==> src/rtl/avalon_to_wb_bridge.sv <==
// Avalon-MM slave to Wishbone B4 master bridge: single/burst reads and writes, retry and error handling.
// Optional macro AV2WB_ERR_RESPONSE_EN adds s_av_response_o (SLVERR for reads ended by wb_err_i).
module avalon_to_wb_bridge #(
    parameter int DW  = 32,
    parameter int AW  = 32,
    parameter int BCW = 8
) (
    input  logic              wb_clk_i,
    input  logic              wb_rst_n_i,
    input  logic [AW-1:0]     s_av_address_i,
    input  logic [DW-1:0]     s_av_writedata_i,
    input  logic [DW/8-1:0]   s_av_byteenable_i,
    input  logic              s_av_read_i,
    input  logic              s_av_write_i,
    input  logic [BCW-1:0]    s_av_burstcount_i,
    output logic [DW-1:0]     s_av_readdata_o,
    output logic              s_av_readdatavalid_o,
    output logic              s_av_waitrequest_o,
`ifdef AV2WB_ERR_RESPONSE_EN
    output logic [1:0]        s_av_response_o,
`endif
    output logic [AW-1:0]     wb_adr_o,
    output logic [DW-1:0]     wb_dat_o,
    output logic [DW/8-1:0]   wb_sel_o,
    output logic              wb_we_o,
    output logic              wb_cyc_o,
    output logic              wb_stb_o,
    output logic [2:0]        wb_cti_o,
    output logic [1:0]        wb_bte_o,
    input  logic [DW-1:0]     wb_dat_i,
    input  logic              wb_ack_i,
    input  logic              wb_err_i,
    input  logic              wb_rty_i
);

    localparam int              SW       = DW / 8;
    localparam logic [AW-1:0]   ADR_STEP = AW'(SW);
    localparam logic [BCW-1:0]  BC_ONE   = {{(BCW-1){1'b0}}, 1'b1};
    localparam logic [BCW-1:0]  BC_ZERO  = {BCW{1'b0}};

    typedef enum logic [1:0] {
        IDLE    = 2'd0,
        RD      = 2'd1,
        WR      = 2'd2,
        WR_DATA = 2'd3
    } state_t;

    state_t            state_q, state_d;
    logic [AW-1:0]     adr_q, adr_d;
    logic [DW-1:0]     dat_q, dat_d;
    logic [SW-1:0]     sel_q, sel_d;
    logic              we_q, we_d;
    logic              cyc_q, cyc_d;
    logic              stb_q, stb_d;
    logic [2:0]        cti_q, cti_d;
    logic [BCW-1:0]    beats_left_q, beats_left_d;
    logic              burst_q, burst_d;
    logic              retry_q, retry_d;
    logic [DW-1:0]     rdata_q, rdata_d;
    logic              rvalid_q, rvalid_d;
`ifdef AV2WB_ERR_RESPONSE_EN
    logic [1:0]        resp_q, resp_d;
`endif

    logic              term_s;
    logic              rty_s;
    logic              last_s;
    logic [BCW-1:0]    bc_eff_s;
    logic              bc_multi_s;
    logic [BCW-1:0]    left_dec_s;

    // Cycle type for the beat about to be issued, given the beats remaining after it.
    function automatic logic [2:0] next_cti(input logic burst, input logic [BCW-1:0] remaining);
        logic [2:0] cti;
        if (!burst) begin
            cti = 3'b000;
        end else if (remaining == BC_ZERO) begin
            cti = 3'b111;
        end else begin
            cti = 3'b010;
        end
        return cti;
    endfunction

    // Beat termination: err has priority over ack, and rty only counts when neither is present.
    always_comb begin
        term_s     = cyc_q & stb_q & (wb_ack_i | wb_err_i);
        rty_s      = cyc_q & stb_q & wb_rty_i & ~wb_ack_i & ~wb_err_i;
        last_s     = (beats_left_q == BC_ZERO);
        bc_eff_s   = (s_av_burstcount_i == BC_ZERO) ? BC_ONE : s_av_burstcount_i;
        bc_multi_s = (bc_eff_s != BC_ONE);
        left_dec_s = beats_left_q - BC_ONE;
    end

    // State register.
    always_ff @(posedge wb_clk_i or negedge wb_rst_n_i) begin
        if (!wb_rst_n_i) begin
            state_q <= IDLE;
        end else begin
            state_q <= state_d;
        end
    end

    // Next-state logic; a write presented together with a read takes precedence.
    always_comb begin
        state_d = state_q;
        case (state_q)
            IDLE: begin
                if (s_av_write_i) begin
                    state_d = WR;
                end else if (s_av_read_i) begin
                    state_d = RD;
                end else begin
                    state_d = IDLE;
                end
            end
            RD: begin
                if (term_s && last_s) begin
                    state_d = IDLE;
                end else begin
                    state_d = RD;
                end
            end
            WR: begin
                if (term_s) begin
                    state_d = last_s ? IDLE : WR_DATA;
                end else begin
                    state_d = WR;
                end
            end
            WR_DATA: begin
                if (s_av_write_i) begin
                    state_d = WR;
                end else begin
                    state_d = WR_DATA;
                end
            end
            default: state_d = IDLE;
        endcase
    end

    // Next values of the registered bus outputs.
    always_comb begin
        adr_d        = adr_q;
        dat_d        = dat_q;
        sel_d        = sel_q;
        we_d         = we_q;
        cyc_d        = cyc_q;
        stb_d        = stb_q;
        cti_d        = cti_q;
        beats_left_d = beats_left_q;
        burst_d      = burst_q;
        retry_d      = 1'b0;
        rdata_d      = rdata_q;
        rvalid_d     = 1'b0;
`ifdef AV2WB_ERR_RESPONSE_EN
        resp_d       = resp_q;
`endif
        case (state_q)
            IDLE: begin
                if (s_av_write_i) begin
                    adr_d        = s_av_address_i;
                    dat_d        = s_av_writedata_i;
                    sel_d        = s_av_byteenable_i;
                    beats_left_d = bc_eff_s - BC_ONE;
                    burst_d      = bc_multi_s;
                    cti_d        = bc_multi_s ? 3'b010 : 3'b000;
                    cyc_d        = 1'b1;
                    stb_d        = 1'b1;
                    we_d         = 1'b1;
                end else if (s_av_read_i) begin
                    adr_d        = s_av_address_i;
                    beats_left_d = bc_eff_s - BC_ONE;
                    burst_d      = bc_multi_s;
                    cti_d        = bc_multi_s ? 3'b010 : 3'b000;
                    cyc_d        = 1'b1;
                    stb_d        = 1'b1;
                    we_d         = 1'b0;
                end else begin
                    cyc_d = 1'b0;
                    stb_d = 1'b0;
                end
            end
            RD: begin
                if (term_s) begin
                    rdata_d  = wb_dat_i;
                    rvalid_d = 1'b1;
                    adr_d    = adr_q + ADR_STEP;
`ifdef AV2WB_ERR_RESPONSE_EN
                    resp_d   = wb_err_i ? 2'b10 : 2'b00;
`endif
                    if (last_s) begin
                        cyc_d = 1'b0;
                        stb_d = 1'b0;
                        cti_d = 3'b000;
                    end else begin
                        beats_left_d = left_dec_s;
                        cti_d        = next_cti(burst_q, left_dec_s);
                    end
                end else if (rty_s) begin
                    stb_d   = 1'b0;
                    retry_d = 1'b1;
                end else if (retry_q) begin
                    stb_d = 1'b1;
                end else begin
                    stb_d = stb_q;
                end
            end
            WR: begin
                if (term_s) begin
                    adr_d = adr_q + ADR_STEP;
                    stb_d = 1'b0;
                    if (last_s) begin
                        cyc_d = 1'b0;
                        we_d  = 1'b0;
                        cti_d = 3'b000;
                    end else begin
                        cyc_d = 1'b1;
                    end
                end else if (rty_s) begin
                    stb_d   = 1'b0;
                    retry_d = 1'b1;
                end else if (retry_q) begin
                    stb_d = 1'b1;
                end else begin
                    stb_d = stb_q;
                end
            end
            WR_DATA: begin
                if (s_av_write_i) begin
                    dat_d        = s_av_writedata_i;
                    sel_d        = s_av_byteenable_i;
                    beats_left_d = left_dec_s;
                    cti_d        = next_cti(burst_q, left_dec_s);
                    stb_d        = 1'b1;
                end else begin
                    stb_d = 1'b0;
                end
            end
            default: begin
                cyc_d = 1'b0;
                stb_d = 1'b0;
                we_d  = 1'b0;
            end
        endcase
    end

    // Output and datapath registers; reset abandons any burst in flight.
    always_ff @(posedge wb_clk_i or negedge wb_rst_n_i) begin
        if (!wb_rst_n_i) begin
            adr_q        <= {AW{1'b0}};
            dat_q        <= {DW{1'b0}};
            sel_q        <= {SW{1'b0}};
            we_q         <= 1'b0;
            cyc_q        <= 1'b0;
            stb_q        <= 1'b0;
            cti_q        <= 3'b000;
            beats_left_q <= BC_ZERO;
            burst_q      <= 1'b0;
            retry_q      <= 1'b0;
            rdata_q      <= {DW{1'b0}};
            rvalid_q     <= 1'b0;
`ifdef AV2WB_ERR_RESPONSE_EN
            resp_q       <= 2'b00;
`endif
        end else begin
            adr_q        <= adr_d;
            dat_q        <= dat_d;
            sel_q        <= sel_d;
            we_q         <= we_d;
            cyc_q        <= cyc_d;
            stb_q        <= stb_d;
            cti_q        <= cti_d;
            beats_left_q <= beats_left_d;
            burst_q      <= burst_d;
            retry_q      <= retry_d;
            rdata_q      <= rdata_d;
            rvalid_q     <= rvalid_d;
`ifdef AV2WB_ERR_RESPONSE_EN
            resp_q       <= resp_d;
`endif
        end
    end

    // Waitrequest follows the state so it is also forced high throughout reset.
    assign s_av_waitrequest_o   = ~wb_rst_n_i | (state_q == RD) | (state_q == WR);
    assign s_av_readdata_o      = rdata_q;
    assign s_av_readdatavalid_o = rvalid_q;
`ifdef AV2WB_ERR_RESPONSE_EN
    assign s_av_response_o      = resp_q;
`endif
    assign wb_adr_o             = adr_q;
    assign wb_dat_o             = dat_q;
    assign wb_sel_o             = sel_q;
    assign wb_we_o              = we_q;
    assign wb_cyc_o             = cyc_q;
    assign wb_stb_o             = stb_q;
    assign wb_cti_o             = cti_q;
    assign wb_bte_o             = 2'b00;

endmodule
==> config.mk <==
export PLATFORM = sky130hd
export DESIGN_NAME = avalon_to_wb_bridge
export DESIGN_NICKNAME = d
export VERILOG_FILES = /design/src/rtl/avalon_to_wb_bridge.sv
export SDC_FILE = /design/constraint.sdc
export NUM_CORES = 1
export LEC_CHECK = 0
export BUFFER_PORTS_ARGS = -buffer_cell sky130_fd_sc_hd__buf_2
export CORE_UTILIZATION = 53
export DETAILED_ROUTE_END_ITERATION = 7
export PLACE_DENSITY = 0.85
export SKIP_CTS_REPAIR_TIMING = 1
export SLEW_MARGIN = 15
export SYNTH_ARGS = -nofsm -noshare
export SYNTH_HDL_FRONTEND = slang
export SYNTH_SLANG_ARGS = --single-unit
==> constraint.sdc <==
create_clock -name wb_clk_i -period 2.99 [get_ports wb_clk_i]
set_input_delay 0.598 -clock wb_clk_i [delete_from_list [all_inputs] [get_ports wb_clk_i]]
set_output_delay 0.598 -clock wb_clk_i [all_outputs]
set_load 0.02 [all_outputs]
==> metrics.md <==
| Metric | Value |
|---|---|
| Detailed Route WL | `about 16 mm` |
| TritonCTS clock tree | `done` |
| Ys async rst share | `100.0%` |
| Clock Tree Buf Depth | `2` |
| Mapped Area | `between 5000 and 6000 um2` |
| FF/Latch Area | `a little under 3000 um2` |
| Post-Syn Instances | `560` |
| DRT iter0 DRCs | `between 400 and 500` |
| CTS H-tree lvls | `4` |
| Crit path DAT | `roughly 2.9 ns` |
| Flops & latches, synth | `118` |
| HP Class | `in -> async` |
| Gp weighted congestion | `0.9125` |
| FMAX | `approximately 400 MHz` |
| Hold Vio Cnt, Final | `0` |
| PortBufs | `222` |
| Period utilization | `around 83%` |
| Number of remaining DRC errors | `0` |
| PnR worst setup slack | `0.4941 ns` |
| Final ANT Viol Nets | `0` |
| CTS Buf Count | `17` |
| Area Growth Syn to Fin | `29.70%` |
| Worst vdd ir | `between 0.6 and 0.7 mV` |
| DP Wirelength | `about 12 mm` |
| RSZ-0062 raised after global routing | `false` |
| Die Area | `between 10,000 and 15,000 um2` |
| Worst Setup Path Type | `reg -> reg` |
| Fin. max-slew vios | `0` |
| Post-synth EDFFs | `0` |
| WL/cell | `about 17 um` |
| # IOs | `roughly 230` |
| Status | `completed` |
| Syn_area_per_cell | `10.63 um2` |
| Die height | `108.0 um` |
| Worst-path clk slew | `0.06 ns` |
| Sequential element share of the synthesized area | `roughly half` |
| Ys Warns | `0` |
| Area post-placement | `~7100 um2` |
| Reg2reg setup slack | `0.49 ns` |
| Maxcap violations | `0` |
| CP Capture Type | `flop` |
| Ys flop type | `dfrtp_1` |
| Skew final | `0.007779 ns` |
| Diodes inserted | `0` |
| Vias post-DR | `between 5,000 and 6,000` |
| Most frequent cells in the layout | `221 x buf_2, 118 x dfrtp_1, 72 x mux2_2` |
| Rows | `38` |
| Clock root buffer | `clkbuf_8` |
| Worst R2R Path Depth | `8` |
| Vias in the first global route | `around 5,200` |
| Setup Viol. Count Final | `0` |
| Tmin final | `roughly 2.5 ns` |
| CP Max Fanout | `16` |
| Startpoint types | `flop` |
| TNS Setup | `0 ns` |
| Netlist cell types | `67` |
| Actual slew at the worst max-slew pin | `0.8166 ns` |
| Cell leakage power | `between 3 and 4 nW` |
| Drt via density | `slightly below 6` |
| Design area | `around 7700 um2` |
| Slew HR | `a little under half` |
| Initial antenna violation count | `0` |
| Fillcell total | `approximately 780` |
| Clock Sink Count | `approximately 120` |
| Total gr overflow | `0` |
| Core Footprint | `between 10,000 and 15,000 um2` |
| Reg-to-Reg Start | `state_q[0]` |
| Worst slack, placed | `between 0.5 and 0.6 ns` |
| Clk_lat worst skew | `slightly above 0.5 ns` |
| Chip width | `108.0 um` |
| First-pass GRT wire length | `approximately 25 mm` |
| Power per cell area | `1282 nW/um2` |
| Reg2reg end | `wb_adr_o[13]` |
| Share of cells above drive strength 1 | `44.49%` |
| GR Util All Layers | `approximately 28%` |
| CP Data Required Time | `between 3 and 4 ns` |
| 1st-pass router iterations | `7` |
| Commonest non-fill, non-tap cell in the layout | `buf_2` |
| Fin nets | `approximately 900` |
| Largest net degree at the start of global routing | `between 50 and 60` |
| Area of the multi-input gates | `around 2800 um2` |
| Starting density of the core | `between 50% and 60%` |
## registers in the layout (all words and copies together), names as in the netlist, 2 cells and up
register and flops:
s_av_readdata_o 32, wb_adr_o 32, wb_dat_o 32, beats_left_q 8, wb_sel_o 4, state_q 2
wb_cti_o 2
## cell usage after synthesis, types with 11 or more instances
| cell type | n | area, um2 |
|---|---|---|
| mux2_2 | 72 | 810.8 |
| o22ai_1 | 21 | 131.4 |
| ha_1 | 11 | 137.6 |
| nand2_1 | 45 | 168.9 |
| o21ai_0 | 28 | 140.1 |
| dfrtp_1 | 118 | 2953 |
| nor2_1 | 31 | 116.4 |
| inv_1 | 13 | 48.80 |
| nor3_1 | 14 | 70.07 |
| clkbuf_1 | 16 | 60.06 |
| nand3_1 | 20 | 100.1 |
| a21oi_1 | 50 | 250.2 |
## worst max-delay path, cell delays in order, from the launching register on
cell,delay (ns)
dfrtp_1,0.40
inv_1,0.09
ha_2,0.24
nor3b_2,0.19
or2_2,0.35
a21oi_2,0.62
buf_4,0.31
a21oi_1,0.09
a21oi_1,0.13
## how the worst max path moves through the flow
stage / slack [ns] / endpoint / depth (start not counted) / start
final: 0.49 / wb_adr_o[13] / 8 / state_q[0]
after global routing: 0.32 / wb_adr_o[13] / 8 / state_q[0]
after detailed placement: 0.53 / wb_adr_o[14] / 8 / state_q[0]
after global placement: 0.65 / beats_left_q[0] / 6 / wb_err_i
after floorplan: 0.90 / wb_adr_o[24] / 6 / wb_adr_o[2]
after CTS: 0.50 / wb_adr_o[13] / 8 / state_q[0]
## through the flow
step / util, % / hold WS [ns] / std cells / power, W
finish: 70.90 / 0.04433 / 929 / 0.009894
global route: 70.90 / 0.05847 / 929 / 0.01049
CTS: 70.90 / 0.05073 / 929 / 0.009880
detailed placement: 65.59 / 0.4882 / 897 / 0.007864
global placement: 65.59 / 0.4843 / 897 / 0.007615
floorplan: - / 0.3024 / 561 / 0.006399
## layout make-up
type | count | share of cell area, %
Sequential cell | 118 | 38.25
Timing Repair Buffer | 229 | 15.11
Inverter | 13 | 0.6321
Clock inverter | 13 | 1.896
Clock buffer | 19 | 5.592
Multi-Input combinational cell | 397 | 36.26
Tap cell | 140 | 2.269
## routing by layer
layer	wire [um]	vias up	share of wire (%)	GRT usage (%)
met1	6291	2620	39	34.11
met2	8069	323	50	46.00
met4	298	0	1.9	12.33
met3	1379	32	8.6	7.354
li1	-	2501	-	-
met5	0	-	0	0
## power by group
group	total [W]	internal, W	switching (W)	leakage, nW
clock network	0.00198	0.00122	0.000758	0.280
registers	0.00309	0.00238	0.000702	1.41
logic	0.00483	0.00190	0.00293	1.97
## kinds of logic after synthesis
kind of cell	share of synthesized area [%]
AND/OR/NAND/NOR	14.38
AO/OA/AOI/OAI	15.18
flip-flops	49.61
multiplexers	14.13
buffers and inverters	3.595
adder cells (fa/ha/maj)	2.312
XOR/XNOR	0.7359
other	0.06300
No activity file was read; power rests on OpenSTA's default activity.
